**config.mk**
```make
export PLATFORM = sky130hd
export DESIGN_NAME = train_section_controller
export DESIGN_NICKNAME = d
export VERILOG_FILES = /design/src/rtl/train_pkg.sv /design/src/rtl/train_section_controller_debounce.sv /design/src/rtl/train_section_controller.sv
export SDC_FILE = /design/constraint.sdc
export NUM_CORES = 1
export LEC_CHECK = 0
export CAP_MARGIN = 20
export CORE_MARGIN = 2
export CORE_UTILIZATION = 60
export DETAILED_ROUTE_END_ITERATION = 10
export GPL_TIMING_DRIVEN = 0
export HOLD_SLACK_MARGIN = 0.15
export PLACE_DENSITY = 0.85
export SKIP_CTS_REPAIR_TIMING = 1
export SYNTH_ARGS = -nofsm -noshare
export SYNTH_HDL_FRONTEND = slang
export SYNTH_SLANG_ARGS = --single-unit
```
**constraint.sdc**
```tcl
create_clock -name clk -period 2.82 [get_ports clk]
set_input_delay 0.705 -clock clk [delete_from_list [all_inputs] [get_ports clk]]
set_output_delay 0.705 -clock clk [all_outputs]
set_load 0.05 [all_outputs]
```
**src/rtl/train_pkg.sv**
```systemverilog
// Shared constants for the track section controller: section states and
// active-low 7-segment glyphs {g,f,e,d,c,b,a}.
package train_pkg;

    localparam logic [1:0] FREE     = 2'd0;
    localparam logic [1:0] OCCUPIED = 2'd1;
    localparam logic [1:0] FAULT    = 2'd2;

    localparam logic [6:0] SEG_BLANK = 7'h7F;
    localparam logic [6:0] SEG_E     = 7'h06;

    function automatic logic [6:0] hex_to_seg7(input logic [3:0] v);
        logic [6:0] s;
        case (v)
            4'h0:    s = 7'h40;
            4'h1:    s = 7'h79;
            4'h2:    s = 7'h24;
            4'h3:    s = 7'h30;
            4'h4:    s = 7'h19;
            4'h5:    s = 7'h12;
            4'h6:    s = 7'h02;
            4'h7:    s = 7'h78;
            4'h8:    s = 7'h00;
            4'h9:    s = 7'h10;
            4'hA:    s = 7'h08;
            4'hB:    s = 7'h03;
            4'hC:    s = 7'h46;
            4'hD:    s = 7'h21;
            4'hE:    s = 7'h06;
            default: s = 7'h0E;
        endcase
        return s;
    endfunction

endpackage

```
**src/rtl/train_section_controller_debounce.sv**
```systemverilog
// One sensor channel: 2-FF synchroniser, debounce counter and a registered
// single-cycle rising-edge event on the accepted level.
module sensor_debounce
    import train_pkg::*;
#(
    parameter int DEB_CYCLES = 4
) (
    input  logic clk,
    input  logic rst_n,
    input  logic raw,
    output logic level,
    output logic rise
);

    localparam int CW = $clog2(DEB_CYCLES);
    localparam logic [CW-1:0] LAST = CW'(DEB_CYCLES - 1);

    logic          r_s1;
    logic          r_s2;
    logic          r_level;
    logic          r_level_d;
    logic          r_rise;
    logic [CW-1:0] r_cnt;

    always_ff @(posedge clk or negedge rst_n) begin
        if (!rst_n) begin
            r_s1      <= 1'b0;
            r_s2      <= 1'b0;
            r_level   <= 1'b0;
            r_level_d <= 1'b0;
            r_rise    <= 1'b0;
            r_cnt     <= '0;
        end else begin
            r_s1      <= raw;
            r_s2      <= r_s1;
            r_level_d <= r_level;
            r_rise    <= r_level & ~r_level_d;
            // Any sample agreeing with the held level restarts the run.
            if (r_s2 == r_level) begin
                r_cnt <= '0;
            end else if (r_cnt == LAST) begin
                r_level <= r_s2;
                r_cnt   <= '0;
            end else begin
                r_cnt <= r_cnt + 1'b1;
            end
        end
    end

    assign level = r_level;
    assign rise  = r_rise;

endmodule

```
**src/rtl/train_section_controller.sv**
```systemverilog
// Track section occupancy controller: per-section counting FSMs fed by
// debounced entry/exit sensors, plus a multiplexed 4-digit count display.
module train_section_controller
    import train_pkg::*;
#(
    parameter int NUM_SECTIONS = 3,
    parameter int DEB_CYCLES   = 4,
    parameter int CNT_W        = 2,
    parameter int REFRESH_DIV  = 16
) (
    input  logic                          clk,
    input  logic                          rst_n,
    input  logic [2*NUM_SECTIONS-1:0]     sensors,
    input  logic                          err_clr,
    output logic [NUM_SECTIONS-1:0]       sig_stop,
    output logic [NUM_SECTIONS*CNT_W-1:0] occ_flat,
    output logic [NUM_SECTIONS-1:0]       err,
    output logic [3:0]                    an,
    output logic [6:0]                    seg7
);

    localparam logic [CNT_W-1:0] CNT_MAX = '1;
    localparam logic [CNT_W-1:0] CNT_ONE = CNT_W'(1);
    localparam int RW = $clog2(REFRESH_DIV);
    localparam logic [RW-1:0] REF_LAST = RW'(REFRESH_DIV - 1);

    logic [2*NUM_SECTIONS-1:0] w_level;
    logic [2*NUM_SECTIONS-1:0] w_rise;
    logic [6:0]                w_glyph [4];
    logic [3:0]                w_an    [4];

    for (genvar s = 0; s < 2*NUM_SECTIONS; s++) begin : g_sens
        sensor_debounce #(
            .DEB_CYCLES(DEB_CYCLES)
        ) u_deb (
            .clk  (clk),
            .rst_n(rst_n),
            .raw  (sensors[s]),
            .level(w_level[s]),
            .rise (w_rise[s])
        );
    end

    for (genvar k = 0; k < NUM_SECTIONS; k++) begin : g_sec
        logic [1:0]       r_state;
        logic [CNT_W-1:0] r_cnt;
        logic             w_in;
        logic             w_out;

        assign w_in  = w_rise[2*k]   & w_level[2*k];
        assign w_out = w_rise[2*k+1] & w_level[2*k+1];

        always_ff @(posedge clk or negedge rst_n) begin
            if (!rst_n) begin
                r_state <= FREE;
                r_cnt   <= '0;
            end else if (err_clr) begin
                r_state <= FREE;
                r_cnt   <= '0;
            end else begin
                case (r_state)
                    FREE: begin
                        if (w_in && !w_out) begin
                            r_cnt   <= CNT_ONE;
                            r_state <= OCCUPIED;
                        end else if (w_out && !w_in) begin
                            r_state <= FAULT;
                        end
                    end
                    OCCUPIED: begin
                        if (w_in && !w_out) begin
                            if (r_cnt == CNT_MAX) r_state <= FAULT;
                            else                  r_cnt   <= r_cnt + 1'b1;
                        end else if (w_out && !w_in) begin
                            r_cnt <= r_cnt - 1'b1;
                            if (r_cnt == CNT_ONE) r_state <= FREE;
                        end
                    end
                    FAULT:   r_state <= FAULT;
                    default: r_state <= FAULT;
                endcase
            end
        end

        assign sig_stop[k]                 = (r_state != FREE);
        assign err[k]                      = (r_state == FAULT);
        assign occ_flat[k*CNT_W +: CNT_W]  = r_cnt;
    end

    for (genvar i = 0; i < 4; i++) begin : g_dig
        if (i < NUM_SECTIONS) begin : g_on
            assign w_glyph[i] = (g_sec[i].r_state == FAULT) ? SEG_E
                              : hex_to_seg7(4'(g_sec[i].r_cnt));
            assign w_an[i]    = ~(4'b0001 << i);
        end else begin : g_off
            assign w_glyph[i] = SEG_BLANK;
            assign w_an[i]    = 4'b1111;
        end
    end

    logic [RW-1:0] r_ref;
    logic [1:0]    r_dig;
    logic [3:0]    r_an;
    logic [6:0]    r_seg;

    // Each wrap latches the current digit then advances, so digit 0
    // appears on the first wrap after reset.
    always_ff @(posedge clk or negedge rst_n) begin
        if (!rst_n) begin
            r_ref <= '0;
            r_dig <= 2'd0;
            r_an  <= 4'b1111;
            r_seg <= SEG_BLANK;
        end else if (r_ref == REF_LAST) begin
            r_ref <= '0;
            r_dig <= r_dig + 2'd1;
            r_an  <= w_an[r_dig];
            r_seg <= w_glyph[r_dig];
        end else begin
            r_ref <= r_ref + 1'b1;
        end
    end

    assign an   = r_an;
    assign seg7 = r_seg;

endmodule
```
==> flow_summary.json, run 1 <==
{
  "status": "completed",
  "yosysMostFrequentCell": "dfrtp_1",
  "netlist_top_cells_count": "dfrtp_1 (60), ha_1 (25), nand2_1 (19)",
  "detailedRoute.firstIterationViolations": 136,
  "netlist.area_leader.share_pct": 47.9,
  "timing_hold_violations_final": 0,
  "dieArea_mm2": 0.00582,
  "grt_max_degree": 70,
  "diodes": 0,
  "leakagePower_nw": 1.70,
  "placedCellCount": 371,
  "synth-edff-count": 0,
  "ordered_list_of_cells_on_the_worst_path": "buf_2, nor2b_2, clkdlybuf4s50_1",
  "clockRootBuffer": "clkbuf_8",
  "power_density_mw_per_mm2": 927,
  "criticalPathCategory": "reg2out",
  "cts_htree_levels": 3,
  "post_route_cells_drive_above_1_share_pct": 14.2,
  "wire_per_inst_um": 13.9,
  "tightest_slew_ps": 812,
  "core-area_mm2": 0.00507,
  "synth_area_leaders": "dfrtp_1 (48%), ha_1 (10%), dfstp_2 (7.5%)",
  "syn_area_per_cell_um2": 11.6,
  "slowest_cell_on_crit_path": "clkdlybuf4s50_1",
  "setup_total_negative_slack_ps": 0,
  "port_buffers": 30,
  "post-layout-total-power_mw": 3.42,
  "route.final.wire_length_um": 5360,
  "period_utilization_post_route_pct": 93.9,
  "via_count_of_the_first_global_routing_pass": 2119,
  "timing.slew.headroom_pct": 45.9,
  "hold_path.class": "reg2reg",
  "yosys_warnings": 0,
  "maxCapViolCount": 0,
  "post-route-util_pct": 72.7,
  "multiInputGateArea_mm2": 0.00129,
  "grt_setup_unrepaired": "no",
  "final_cell_count_no_fill": 387,
  "grt_remaining_overflow": 0,
  "die_y_um": 76.3,
  "register_area_mm2": 0.00174,
  "initial_utilization_pct": 61.8,
  "setup-violations-final": 0,
  "placement_rows": 26,
  "clk_path_buf_depth": 2,
  "grt_antenna_before_repair": 0,
  "globalRouteMet2Util_pct": 33.1,
  "global_route_wire_length_before_repair_um": 9600,
  "crit_path_max_incr_delay_ps": 850,
  "cp-start-kind": "register",
  "postSynthNetCount": 305,
  "synth_sequential_area_ratio_pct": 55.4,
  "clk_latency_ps": 340,
  "clock-sinks": 69,
  "critPathTopFamily": "buffers and inverters",
  "cts_tree": "done",
  "clk_transition_reported_paths_ps": 70,
  "met1_usage_pct": 26.8,
  "max_fanout_on_critical_path": 8,
  "post_synth_instance_area_mm2": 0.00314,
  "number_of_distinct_library_cells_after_synthesis": 45,
  "grt_use_met3_pct": 6.16,
  "clock-skew-final_ps": 8.79,
  "post-synth-top-area-cell": "dfrtp_1",
  "power.ir.vdd_worst_uv": 515,
  "post-route-drc-count": 0,
  "fmaxAchievable_mhz": 377,
  "timing.critical_path.required_ps": 2120,
  "grt_most_used_layer": "met2",
  "numCtsBuffers": 9,
  "fill_cells": 365,
  "whs_ps": 349,
  "finalWorstPathRequiredPeriod_ps": 2650,
  "timing.final.max_slew_violations": 0,
  "design.final.nets": 346,
  "io_pins": 32,
  "critical_path.n_buffers_inverters": 2,
  "netlist_instances": 271,
  "ys_dominant_reg_cell": "dfrtp_1",
  "num_vias": 2141,
  "dp.final_hpwl_um": 3840,
  "asyncSetResetFlopFracSynth_pct": 100,
  "area.growth.synth_to_final_pct": 17.7,
  "drt-vias-per-instance": 5.53,
  "grt.total_usage_pct": 21.0,
  "globalplace.congestion": 0.865,
  "yosys_register_bits": 69,
  "final_antenna_net_count": 0,
  "endpoint_kind": "primary output",
  "detailedRoute.firstPassIterationCount": 4,
  "chipWidth_um": 76.3,
  "cp_data_arrival_time_ps": 1940
}
## logic make-up (layout without fill, tap and decap cells)
| group | count (synthesis) | in the layout | share of synthesized area, % |
|---|---|---|---|
| multiplexers | 10 | 10 | 3.47 |
| AO/OA/AOI/OAI | 45 | 45 | 10.4 |
| buffers and inverters | 25 | 71 | 3.35 |
| AND/OR/NAND/NOR | 86 | 86 | 14.4 |
| other | 1 | 1 | 0.120 |
| adder cells (fa/ha/maj) | 25 | 25 | 9.98 |
| XOR/XNOR | 10 | 10 | 2.79 |
| flip-flops | 69 | 69 | 55.4 |
## layout by cell type (no fill, tap or decap), types with 2 or more instances in the layout
cell type | synthesis | final
dfrtp_1 | 60 | 60
nand2_1 | 19 | 19
nor3_1 | 17 | 17
a211oi_1 | 6 | 6
o21a_1 | 2 | 2
buf_2 | 3 | 3
xor2_1 | 3 | 3
nor2b_1 | 12 | 12
or2_2 | 2 | 2
o21ai_0 | 8 | 8
ha_1 | 25 | 25
nand3_1 | 6 | 6
mux2i_1 | 3 | 3
clkinv_2 | 0 | 3
and2_1 | 3 | 3
clkbuf_1 | 2 | 4
buf_4 | 2 | 3
inv_1 | 18 | 18
xnor2_1 | 7 | 7
nor2_1 | 17 | 17
dfstp_2 | 9 | 9
a21oi_1 | 8 | 8
a21o_1 | 2 | 2
clkbuf_8 | 0 | 10
o2111a_1 | 2 | 2
a221oi_1 | 4 | 4
o31ai_1 | 4 | 4
mux2_2 | 7 | 7
o32ai_1 | 2 | 2
clkdlybuf4s50_1 | 0 | 29
## through the flow
stage,cell area [um^2],worst slack (ps)
2_1_floorplan,3140,1100
3_3_place_gp,3520,-1130
3_5_place_dp,3520,537
4_1_cts,3690,161
5_1_grt,3690,79.7
6_report,3690,171
## worst paths after layout
check	from	to	slack, ps	cells past startpoint
max in group asynchronous	rst_n	g_sens[3].u_deb.rise	1840	1
min reg2reg	g_sens[2].u_deb.r_s1	g_sens[2].u_deb.r_s2	350	0
min	g_sens[2].u_deb.r_s1	g_sens[2].u_deb.r_s2	350	0
max	g_sec[0].r_state[0]	err[0]	170	3
max reg2reg	g_sens[3].u_deb.level	g_sec[1].r_cnt[0]	1160	6
min in group asynchronous	rst_n	g_sec[1].r_state[1]	460	1
## layout make-up
type / count / share of cell area [%]
multi-input combinational: 177 / 35.0
clock inverter: 4 / 0.644
buffer: 7 / 1.02
inverter: 18 / 1.83
timing repair buffer: 30 / 8.07
sequential: 69 / 47.1
tap: 70 / 2.37
clock buffer: 12 / 3.93
## layer usage
| layer | vias to the layer above | wire (um) |
|---|---|---|
| li1 | 1023 | - |
| met1 | 1045 | 2290 |
| met2 | 59 | 2660 |
| met3 | 14 | 313 |
| met4 | 0 | 104 |
| met5 | - | 0 |
## report_power, final
part,leakage (nW),switching (mW),internal [mW]
registers,0.844,0.203,1.28
clock network,0.0901,0.351,0.341
logic,0.770,0.742,0.506
total,1.70,1.30,2.12
## sequential cells by signal (all words and copies together) (netlist names)
name	count
seg7	6
r_dig	2
g_sens.u_deb.rise	6
g_sens.u_deb.r_level_d	6
g_sens.u_deb.level	6
r_ref	4
g_sens.u_deb.r_s2	6
g_sens.u_deb.r_s1	6
g_sens.u_deb.r_cnt	12
g_sec.r_cnt	6
g_sec.r_state	6
an	3
No activity file was read; power rests on OpenSTA's default activity.
==> inputs of run 2 (changes only) <==
- GPL_ROUTABILITY_DRIVEN: unset -> 0
==> results of run 2 <==
No change in the layout: final DEF, timing and power equal those of run 1.
